`config.mk`:
```
export PLATFORM = sky130hd
export DESIGN_NAME = regfile_wb_arbiter
export DESIGN_NICKNAME = d
export VERILOG_FILES = /design/src/rtl/rv_pkg.sv /design/src/rtl/reg_scoreboard.sv /design/src/rtl/regfile_wb_arbiter.sv
export SDC_FILE = /design/constraint.sdc
export NUM_CORES = 1
export LEC_CHECK = 0
export ABC_AREA = 1
export CAP_MARGIN = 20
export CORE_ASPECT_RATIO = 1.4
export CORE_MARGIN = 2
export CORE_UTILIZATION = 43
export CTS_CLUSTER_SIZE = 14
export DETAILED_ROUTE_END_ITERATION = 8
export GPL_TIMING_DRIVEN = 0
export PLACE_DENSITY = 0.82
export SYNTH_ARGS = -nofsm -noshare
export SYNTH_HDL_FRONTEND = slang
export SYNTH_SLANG_ARGS = --single-unit
```
`constraint.sdc`:
```
create_clock -name clk -period 3.4 [get_ports clk]
set_clock_uncertainty 0.15 [all_clocks]
set_input_delay 1.02 -clock clk [delete_from_list [all_inputs] [get_ports clk]]
set_output_delay 1.02 -clock clk [all_outputs]
set_load 0.01 [all_outputs]
```
`src/rtl/rv_pkg.sv`:
```
// Shared RV32 register-file definitions: widths and the writeback arbiter state encoding.
package rv_pkg;

    localparam int unsigned REG_ADDR_W = 5;
    localparam int unsigned XLEN       = 32;

    typedef enum logic [1:0] {
        WB_IDLE  = 2'd0,
        WB_WAIT  = 2'd1,
        WB_FORCE = 2'd2
    } wb_fsm_e;

endpackage

```
`src/rtl/reg_scoreboard.sv`:
```
// Busy-bit array for x1..x31 with one set port, one clear port and three lookups.
module reg_scoreboard
    import rv_pkg::*;
(
    input  logic                  clk,
    input  logic                  rst,
    input  logic                  set_en,
    input  logic [REG_ADDR_W-1:0] set_addr,
    input  logic                  clr_en,
    input  logic [REG_ADDR_W-1:0] clr_addr,
    input  logic [REG_ADDR_W-1:0] rs1,
    input  logic [REG_ADDR_W-1:0] rs2,
    input  logic [REG_ADDR_W-1:0] rd,
    output logic                  busy_rs1,
    output logic                  busy_rs2,
    output logic                  busy_rd
);

    logic [31:1] busy_q, busy_d;
    logic [31:0] busy_vec;

    // Bit 0 is hard-wired idle so x0 lookups never stall.
    assign busy_vec = {busy_q, 1'b0};

    assign busy_rs1 = busy_vec[rs1];
    assign busy_rs2 = busy_vec[rs2];
    assign busy_rd  = busy_vec[rd];

    // Clear first, then set, so a same-cycle set on the same bit wins.
    always_comb begin
        busy_d = busy_q;
        if (clr_en && clr_addr != '0) begin
            busy_d[clr_addr] = 1'b0;
        end
        if (set_en && set_addr != '0) begin
            busy_d[set_addr] = 1'b1;
        end
    end

    always_ff @(posedge clk) begin
        if (rst) begin
            busy_q <= '0;
        end else begin
            busy_q <= busy_d;
        end
    end

endmodule

```
`src/rtl/regfile_wb_arbiter.sv`:
```
// Register-file write-port arbiter between pipeline writeback and one long-latency unit,
// with hazard scoreboard. Define WB_STARVE_EN to enable the anti-starvation forced slot.
module regfile_wb_arbiter
    import rv_pkg::*;
#(
    parameter int unsigned STARVE_MAX = 4
) (
    input  logic                  clk,
    input  logic                  rst,
    input  logic                  iss_valid,
    input  logic                  iss_long,
    input  logic [REG_ADDR_W-1:0] iss_rd,
    input  logic [REG_ADDR_W-1:0] chk_rs1,
    input  logic [REG_ADDR_W-1:0] chk_rs2,
    input  logic [REG_ADDR_W-1:0] chk_rd,
    output logic                  stall,
    input  logic                  pwb_we,
    input  logic [REG_ADDR_W-1:0] pwb_addr,
    input  logic [XLEN-1:0]       pwb_data,
    input  logic                  lwb_valid,
    input  logic [REG_ADDR_W-1:0] lwb_addr,
    input  logic [XLEN-1:0]       lwb_data,
    output logic                  lwb_ready,
    output logic                  RegWrite,
    output logic [REG_ADDR_W-1:0] Wt_addr,
    output logic [XLEN-1:0]       Wt_data
);

    if (STARVE_MAX < 1 || STARVE_MAX > 15) begin : g_starve_range_err
        $error("STARVE_MAX must be in 1..15");
    end

    logic pwb_req;
    logic pwb_eff;
    logic lwb_xfer;
    logic force_slot;
    logic busy_rs1, busy_rs2, busy_rd;
    logic sb_set;

    assign pwb_req   = pwb_we && (pwb_addr != '0);
    assign pwb_eff   = pwb_req && !force_slot;
    assign lwb_ready = !rst && lwb_valid && (!pwb_eff || force_slot);
    assign lwb_xfer  = lwb_valid && lwb_ready;

    // A long transfer to x0 still consumes the slot but leaves the port idle.
    always_comb begin
        RegWrite = 1'b0;
        Wt_addr  = '0;
        Wt_data  = '0;
        if (lwb_xfer) begin
            if (lwb_addr != '0) begin
                RegWrite = 1'b1;
                Wt_addr  = lwb_addr;
                Wt_data  = lwb_data;
            end
        end else if (pwb_eff && !rst) begin
            RegWrite = 1'b1;
            Wt_addr  = pwb_addr;
            Wt_data  = pwb_data;
        end
    end

    assign stall  = !rst && (busy_rs1 || busy_rs2 || busy_rd || force_slot);
    assign sb_set = iss_valid && !stall && iss_long;

    reg_scoreboard u_scoreboard (
        .clk      (clk),
        .rst      (rst),
        .set_en   (sb_set),
        .set_addr (iss_rd),
        .clr_en   (lwb_xfer),
        .clr_addr (lwb_addr),
        .rs1      (chk_rs1),
        .rs2      (chk_rs2),
        .rd       (chk_rd),
        .busy_rs1 (busy_rs1),
        .busy_rs2 (busy_rs2),
        .busy_rd  (busy_rd)
    );

`ifdef WB_STARVE_EN
    localparam logic [3:0] starve_lim = 4'(STARVE_MAX);

    wb_fsm_e    state_q, state_d;
    logic [3:0] cnt_q, cnt_d;

    assign force_slot = (state_q == WB_FORCE);

    always_comb begin
        state_d = state_q;
        cnt_d   = cnt_q;
        if (lwb_xfer) begin
            state_d = WB_IDLE;
            cnt_d   = '0;
        end else begin
            unique case (state_q)
                WB_IDLE: begin
                    if (lwb_valid) begin
                        cnt_d   = 4'd1;
                        state_d = (starve_lim <= 4'd1) ? WB_FORCE : WB_WAIT;
                    end
                end
                WB_WAIT: begin
                    if (lwb_valid) begin
                        cnt_d = cnt_q + 4'd1;
                        if (cnt_d >= starve_lim) begin
                            state_d = WB_FORCE;
                        end
                    end else begin
                        state_d = WB_IDLE;
                        cnt_d   = '0;
                    end
                end
                // Only reachable if the long unit withdrew valid, which it must not.
                WB_FORCE: begin
                    state_d = WB_IDLE;
                    cnt_d   = '0;
                end
                default: begin
                    state_d = WB_IDLE;
                    cnt_d   = '0;
                end
            endcase
        end
    end

    always_ff @(posedge clk) begin
        if (rst) begin
            state_q <= WB_IDLE;
            cnt_q   <= '0;
        end else begin
            state_q <= state_d;
            cnt_q   <= cnt_d;
        end
    end

    a_no_pwb_in_force: assert property (@(posedge clk) disable iff (rst)
        !(state_q == WB_FORCE && pwb_we));
`else
    assign force_slot = 1'b0;
`endif

endmodule

```
* After elaboration in Yosys (flattened, before gate mapping)
Cells that the tools add are included.
** Word-level totals
- Word-level logic and storage cells :: 52
- Output and inout port bits :: 40
- Input port bits :: 100
- Register bits :: 31
** Operators by class
- Reduce and logical (&&, ||, !) cells :: 20
- Multiplexer cells :: 21
- Bitwise gates (word level) :: 3
- $lt $le $gt $ge :: 7
** Operators by type and width (count)
- $mux 32 :: 3
- $mux 31 :: 2
- $and 31x31->31 :: 1
- $not 31->31 :: 1
- $or 31x31->31 :: 1
- $lt 5x6->1 const B :: 5
- $bmux 1 s5 :: 3
- $mux 5 :: 3
- $reduce_bool 5->1 :: 3
- $logic_and 1x1->1 :: 12
- $demux 1 s5 :: 2
- $ge 5x1->1 const B :: 2
- $mux 1 :: 8
- $logic_not 1->1 :: 3
- $logic_or 1x1->1 :: 2

* Logic depth before layout (Yosys ltp)
Gate-level depths: netlist (run 1).
- Word-level depth :: 10
- Gate-level depth with buffers :: 17
- Mapped depth without buffers :: 14

* Cells and area by module
Synthesis (run 1) repeated with hierarchy kept, for this count alone.
** Unflattened totals
- Cell total of the unflattened synthesis :: 638
- Area, all modules :: 3434.5 um^2
** Modules (own cells, without submodules)
- reg_scoreboard :: cells an instance 420, area an instance 2418.6 um^2, instances 1, seq. area each 620.6 um^2
- regfile_wb_arbiter :: cells an instance 218, area an instance 1016.0 um^2, instances 1, seq. area each 0.0 um^2

* Least setup slack after synthesis (run 1)
No wires, ideal clock.
- Kind :: input port to output port
- Start :: input port chk_rd[0]
- End :: output port stall
- Path slack :: 57 ps
- Arrival time :: 2173 ps
- Buffers on the path :: 3
- Required time :: 2230 ps
- Stages :: 16
- Cells stage by stage :: buf_4 > inv_2 > buf_6 > nand2_1 > nand2_1 > nand2_1 > nand3_1 > nand3_1 > nand2_1 > nand2_1 > nand2_1 > inv_1 > nand2_2 > nand2_4 > buf_8 > inv_1
** Between the ends
- Cells in the longest elaborated chain, start to end :: 4
** RTL lines
- from (decl) :: line regfile_wb_arbiter.sv:15 : input logic [REG_ADDR_W-1:0] chk_rd,
- $bmux 1 s5 :: line reg_scoreboard.sv:27 : assign busy_rd = busy_vec[rd];
- $mux 1 (implied by the code) :: line reg_scoreboard.sv:27
- $logic_or 1x1->1 :: line regfile_wb_arbiter.sv:63 : assign stall = !rst && (busy_rs1 || busy_rs2 || busy_rd || force_slot);
- $logic_and 1x1->1 :: line regfile_wb_arbiter.sv:63
- to (decl) :: line regfile_wb_arbiter.sv:16 : output logic stall,
Every way passes these cells. The select of a mux whose other input is x is not followed.

* Worst setup path after layout (run 1)
- Start :: input port pwb_addr[0]
- End :: output port Wt_data[4]
** Between the ends
- Cells in the longest elaborated chain, start to end :: 6
- Elaborated cells on any way between the ends :: 8
- Those cells by class :: mux: 2; reduce/logical: 6
** RTL lines
- from (decl) :: line regfile_wb_arbiter.sv:18 : input logic [REG_ADDR_W-1:0] pwb_addr,
- $reduce_bool 5->1 (*) :: line regfile_wb_arbiter.sv:40 : assign pwb_req = pwb_we && (pwb_addr != '0);
- $logic_and 1x1->1 (*) :: line regfile_wb_arbiter.sv:40
- $logic_not 1->1 :: line regfile_wb_arbiter.sv:42 : assign lwb_ready = !rst && lwb_valid && (!pwb_eff || force_slot);
- $logic_and 1x1->1 :: line regfile_wb_arbiter.sv:42
- $logic_and 1x1->1 :: line regfile_wb_arbiter.sv:43 : assign lwb_xfer = lwb_valid && lwb_ready;
- $mux 32 (*) :: line regfile_wb_arbiter.sv:50 : if (lwb_xfer) begin
- to (decl) :: line regfile_wb_arbiter.sv:26 : output logic [XLEN-1:0] Wt_data
Every way passes the cells marked *; elsewhere a longest branch is shown, timed or not.

==> results of run 1 <==
-- layer usage --
| layer | wire length, µm | vias up | GRT usage [%] |
|---|---|---|---|
| met1 | 5157 | 2112 | 39.99 |
| met3 | 1259 | 66 | 4.623 |
| met2 | 7599 | 302 | 65.91 |
| li1 | - | 2213 | - |
| met5 | 0 | - | 0 |
| met4 | 1319 | 0 | 24.29 |
-- cell families (layout without fill, tap and decap cells) --
group                  count (synthesis)  after routing  synth area share [%]
DFF                                   31             31                 19.47
AOI/OAI and AO/OA                    100            100                 16.40
buffers and inverters                105            272                 15.42
and+or+nand+nor                      342            342                 48.71
other                                  0              1                     0
-- stage by stage --
step | util [%] | instance area (µm²)
after global placement | 63.99 | 4651
final | 73.06 | 5310
after detailed placement | 63.99 | 4651
after CTS | 68.46 | 4976
after global routing | 73.06 | 5310
after floorplan | - | 3188
-- worst max-delay path, delay by kind of cell --
family,cells,cell delay [ns]
AND/OR/NAND/NOR,6,0.65
buffers and inverters,5,0.57
AO/OA/AOI/OAI,1,0.09
-- final cells by class --
class                      count  share of cell area [%]
timing repair buffer         160                   26.25
inverter                      75                   6.032
antenna                        1                 0.04713
clock buffer                   7                   1.814
tap                           97                   2.286
sequential                    31                   11.69
multi-input combinational    442                   46.02
buffer                        29                   5.726
clock inverter                 1                  0.1414
-- power by group through the flow --
stage	Clock, mW	Sequential (mW)	Combinational [mW]
final	0.326	0.369	0.492
after CTS	0.325	0.369	0.445
after global placement	0	0.377	0.416
after global routing	0.342	0.369	0.527
after floorplan	0	0.375	0.193
after detailed placement	0	0.377	0.422
-- synth_stat cells (all sizes together) --
master  number  share of area, %
clkbuf       8              0.94
nand3b       1              0.24
o22ai        5              0.98
dfxtp       31                19
buf         22               5.6
o211ai       2              0.47
a21oi       32               5.4
nor2        46               5.5
or2          1              0.20
inv         74               8.8
o21ai       61               9.6
nand2      170                20
nor3        10               1.6
clkinv       1              0.12
nand3      114                21
-- how the worst max path moves through the flow --
stage           startpoint     endpoint  depth (start not counted)
2_1_floorplan    chk_rd[0]        stall                         16
3_3_place_gp   pwb_addr[3]  Wt_data[11]                         12
3_5_place_dp   pwb_addr[0]  Wt_data[11]                         12
4_1_cts         chk_rs1[0]        stall                         17
5_1_grt        pwb_addr[0]   Wt_data[7]                         12
6_report       pwb_addr[0]   Wt_data[4]                         12
-- timing repair --
action	in CTS	in global routing
endpoints found under the setup margin	40	35
pin swaps	22	25
buffers inserted	13	5
resized for setup	297	125
hold endpoints to repair	0	0
gates cloned	6	2
hold buffers	0	0
==> flow_summary.yaml, run 1 <==
status:
  outcome: "finished, violations left"
  violations: "negative setup slack"
sta:
  hold_viol: 0
  finalMaxSlewViolations: 0
  min_period_ns: 3.508
  tns_ns: -1.717
  setup_ws_ns: -0.1081
  holdWs_ns: 0.3548
  fmax_mhz: 285.1
  worstMarginPinSlew_ns: 0.5457
  fin_crit_sh_pct: 103.2
  setup_viol: 34
  slew_headroom_pct: 63.62
  rsz0062_at_grt: "true"
critical_path:
  r2r_cells: 15
  arrival_ns: 2.34
  reg2reg_from: "u_scoreboard.busy_q[29]"
  slowest_stage: "nor3_4"
  crit_top_cell: "nand2_2"
  r2r_slack_ns: 1.31
  r2r_end: "u_scoreboard.busy_q[23]"
  required_ns: 2.23
  max_stage_delay_ns: 0.22
  worstPathCellList: "buf_6 -> nor3_4 -> nand3_2 -> nand2_2 -> nand3_4 -> inv_4 -> nand2_4 -> clkinv_8 -> buf_8 -> nand2_2 -> o21ai_1 -> buf_2"
  endpoint_kind: "primary output"
  path_class: "in2out"
  cp-start-kind: "input port"
  worstPathMaxFanout: 7
power_and_ir_drop:
  power_mw: 1.187
  p_sw_uw: 405.3
  intPower_uw: 782.0
  pwr-share-comb_pct: 41.5
  vdd_ir_drop_max_v: 0.0001880
  p_seq_share_pct: 31.1
  p_leak_nw: 2.403
  p_clk_share_pct: 27.4
  netSwitchingFraction_pct: 34.14
  p_per_area_nw_per_um2: 223.6
route:
  wirelength_um: 15340
  drt_first_pass_iters: 6
  num_vias: 4693
  drc: 0
  wl_per_cell_um: 18.19
  first_iter_violations: 476
  via_per_inst: 5.567
  antenna_left: 0
layout:
  final_common_cell: "nand2_1"
  reg_top3: "u_scoreboard.busy_q: 31 flops"
  area_growth_pct: 66.56
  regMostFlops: "u_scoreboard.busy_q"
  layout.nets: 844
  instances_no_fill: 843
  largest_reg_flops: 31
  num-fill-cells: 595
  layout_common_cells: "nand2_1, nand3_1, clkdlybuf4s50_1"
  multi_input_area_um2: 2444
  seqCellArea_um2: 620.6
  drive_gt1_share_pct: 30.34
placed_design:
  globalplace.congestion: 1.014
  portBuffers: 134
  place_inst: 809
  dp_hpwl_um: 11300
  dp_slack_ns: -1.353
floorplanning:
  core_um2: 7268
  die_h_um: 105.9
  die_area_um2: 8128
  die_width_um: 76.77
  io_pins: 140
  start_util_pct: 43.86
  rows: 37
synth:
  ys_types: 27
  ys_ff_latch: 31
  synthCells: 578
  synth_warnings: 0
  synth_area_um2: 3188
  seq_area_frac_synth_pct: 19.47
  syn-num-nets: 678
  avgSynthCellArea_um2: 5.516
clocking:
  cts_sinks: 31
  cts_inserted_buffers: 5
  cts_tree: "yes"
  clock_path_buffers: 2
  clock_latency_ns: 0.28
  cts.htree.levels: 2
  cts.clk_slew.worst_paths_ns: 0.06
  cts_root_buf: "clkbuf_8"
run:
  maxCapViolCount: 0
min_path:
  min_path_cells: 2
  min_from: "u_scoreboard.busy_q[2]"
  worstHoldPathType: "reg2reg"
  whs_endpoint: "u_scoreboard.busy_q[2]"
global_routing:
  grt_util_all_layers_pct: 36.76
  grt_start_max_net_pins: 11
  grt_pass1_wl_um: 23400
  grt_pass1_vias: 4678
  grt_overflow_total: 0
  antenna_found_initial: 1
(Power assumes the default switching activity.)
==> inputs of run 2 (changes only) <==
CELL_PAD_IN_SITES_DETAIL_PLACEMENT = 0   (was not set)
CELL_PAD_IN_SITES_GLOBAL_PLACEMENT = 1   (was not set)
CORE_UTILIZATION = 27   (was 43)
PLACE_DENSITY = not set   (was 0.82)
PLACE_DENSITY_LB_ADDON = 0.1   (was not set)
==> run 2 against run 1 <==
  * The run still ends with negative setup slack left
  * Sequential share of layout area decreased by 0.087 points
  * Critical path depth increased by 2
  * Core utilization decreased by 27 points
  * Non-clock buffer count decreased by 3
  * Sequential power about the same
  * Critical path type unchanged
==> flow_summary.yaml, run 2 (synthesis gave the netlist of run 1 again) <==
floorplanning:
  start_util_pct: 27.38
  die_h_um: 132.6
  core_um2: 11640
  rows: 47
  die_width_um: 95.84
  die_area_um2: 12700
  io_pins: 140
min_path:
  worstHoldPathType: "reg2reg"
clocking:
  cts_root_buf: "clkbuf_16"
  hold_buffers: 0
  clock_latency_ns: 0.27
  cts_inserted_buffers: 5
  clock_path_buffers: 2
  cts_sinks: 31
  cts.clk_slew.worst_paths_ns: 0.05
  cts.htree.levels: 2
  cts_tree: "yes"
global_routing:
  grt_use_met2_pct: 39.12
  grt_overflow_total: 0
  grt_start_max_net_pins: 11
  grt_use_met3_pct: 2.449
  grt_pass1_wl_um: 20860
  grt_util_all_layers_pct: 21.36
  busiest_layer: "met2"
  grt_pass1_vias: 4258
  antenna_found_initial: 0
  use_met1_pct: 21.33
sta:
  fmax_mhz: 293.7
  hold_viol: 0
  finalMaxSlewViolations: 0
  slew_headroom_pct: 57.42
  rsz0062_at_grt: "true"
  setup_viol: 1
  setup_ws_ns: -0.005006
  fin_crit_sh_pct: 100.1
  worstMarginPinSlew_ns: 0.6338
  min_period_ns: 3.405
  tns_ns: -0.005006
route:
  antenna_left: 0
  wirelength_um: 14010
  wl_per_cell_um: 15.76
  drc: 0
  via_per_inst: 4.894
  num_vias: 4351
  drt_first_pass_iters: 4
  first_iter_violations: 267
layout:
  regMostFlops: "u_scoreboard.busy_q"
  final_common_cell: "nand2_1"
  fin_util_pct: 45.95
  largest_reg_flops: 31
  layout.nets: 841
  area_growth_pct: 67.82
  multi_input_area_um2: 2385
  layout_common_cells: "nand2_1, nand3_1, clkdlybuf4s50_1"
  drive_gt1_share_pct: 29.25
  num-fill-cells: 1272
  antenna_cells: 0
  seqCellArea_um2: 620.6
  reg_top3: "u_scoreboard.busy_q: 31 flops"
power_and_ir_drop:
  p_per_area_nw_per_um2: 243.8
  p_leak_nw: 2.326
  vdd_ir_drop_max_v: 0.0001698
critical_path:
  arrival_ns: 2.24
  worstPathMaxFanout: 8
  required_ns: 2.23
  cp-start-kind: "input port"
  endpoint_kind: "primary output"
  path_class: "in2out"
  r2r_slack_ns: 1.02
run:
  maxCapViolCount: 0
placed_design:
  portBuffers: 134
  globalplace.congestion: 0.9548
  dp_slack_ns: -1.377
  dp_hpwl_um: 11170
status:
  outcome: "finished, violations left"
  violations: "negative setup slack"
## run 2: changes by cell type in the layout (fill, tap and decap cells not counted), moves of 4 or more
cell / change
buf_4: -5
clkbuf_16: +7
nand2_2: +14
nand2_4: -13
nor2_2: -4
o21ai_2: -6
## run 2: power by group
group	internal [mW]	switching (mW)	total, mW
sequential	0.366	0.00377	0.370
clock	0.311	0.151	0.462
combinational	0.233	0.240	0.473
## run 2: metal layers
layer  wire length (µm)  share of wire (%)
met1               5002                 36
met2               7267                 52
met3                603                4.3
met4               1137                8.1
met5                  0                  0
## run 2: per-stage QoR
step / total power, mW / cell area, µm² / std cells / hold WS (ns)
6_report: 1.305 / 5350 / 889 / 0.3649
5_1_grt: 1.364 / 5350 / 889 / 0.3907
4_1_cts: 1.284 / 5116 / 886 / 0.3624
2_1_floorplan: 0.5676 / 3188 / 578 / 0.3072
3_3_place_gp: 0.7931 / 4713 / 859 / 0.3590
3_5_place_dp: 0.7953 / 4713 / 859 / 0.3556
## run 2: path summary, 6_finish.rpt
check / startpoint / cells after the start / endpoint
worst min register to register: u_scoreboard.busy_q[3] / 2 / u_scoreboard.busy_q[3]
worst min-delay path: u_scoreboard.busy_q[3] / 2 / u_scoreboard.busy_q[3]
worst max-delay path: chk_rs2[0] / 14 / stall
worst max register to register: u_scoreboard.busy_q[12] / 17 / u_scoreboard.busy_q[5]
## run 2: cell type report
cell class,instances,share of cell area (%)
Timing Repair Buffer,157,25.84
Clock buffer,8,2.923
Sequential cell,31,11.60
Tap cell,147,3.438
Inverter,75,5.964
Multi-Input combinational cell,442,44.57
Buffer,29,5.659
## run 2: timing repair
item | CTS | global route
cloned | 6 | 3
setup buffers | 14 | 0
hold endpoints to repair | 0 | 0
resized for setup | 304 | 92
pin swaps | 25 | 22
endpoints found under the setup margin | 40 | 39
## run 2: critical path, stage by stage
cell and delay, ns:
buf_12 0.10, inv_8 0.04, buf_8 0.12, nand2_2 0.06
nand3_2 0.12, nand3_2 0.08, nand3_1 0.07, nand3b_1 0.10
nand2_2 0.07, nor2_4 0.15, nand2_4 0.09, nand2_8 0.07
inv_2 0.03, buf_6 0.10
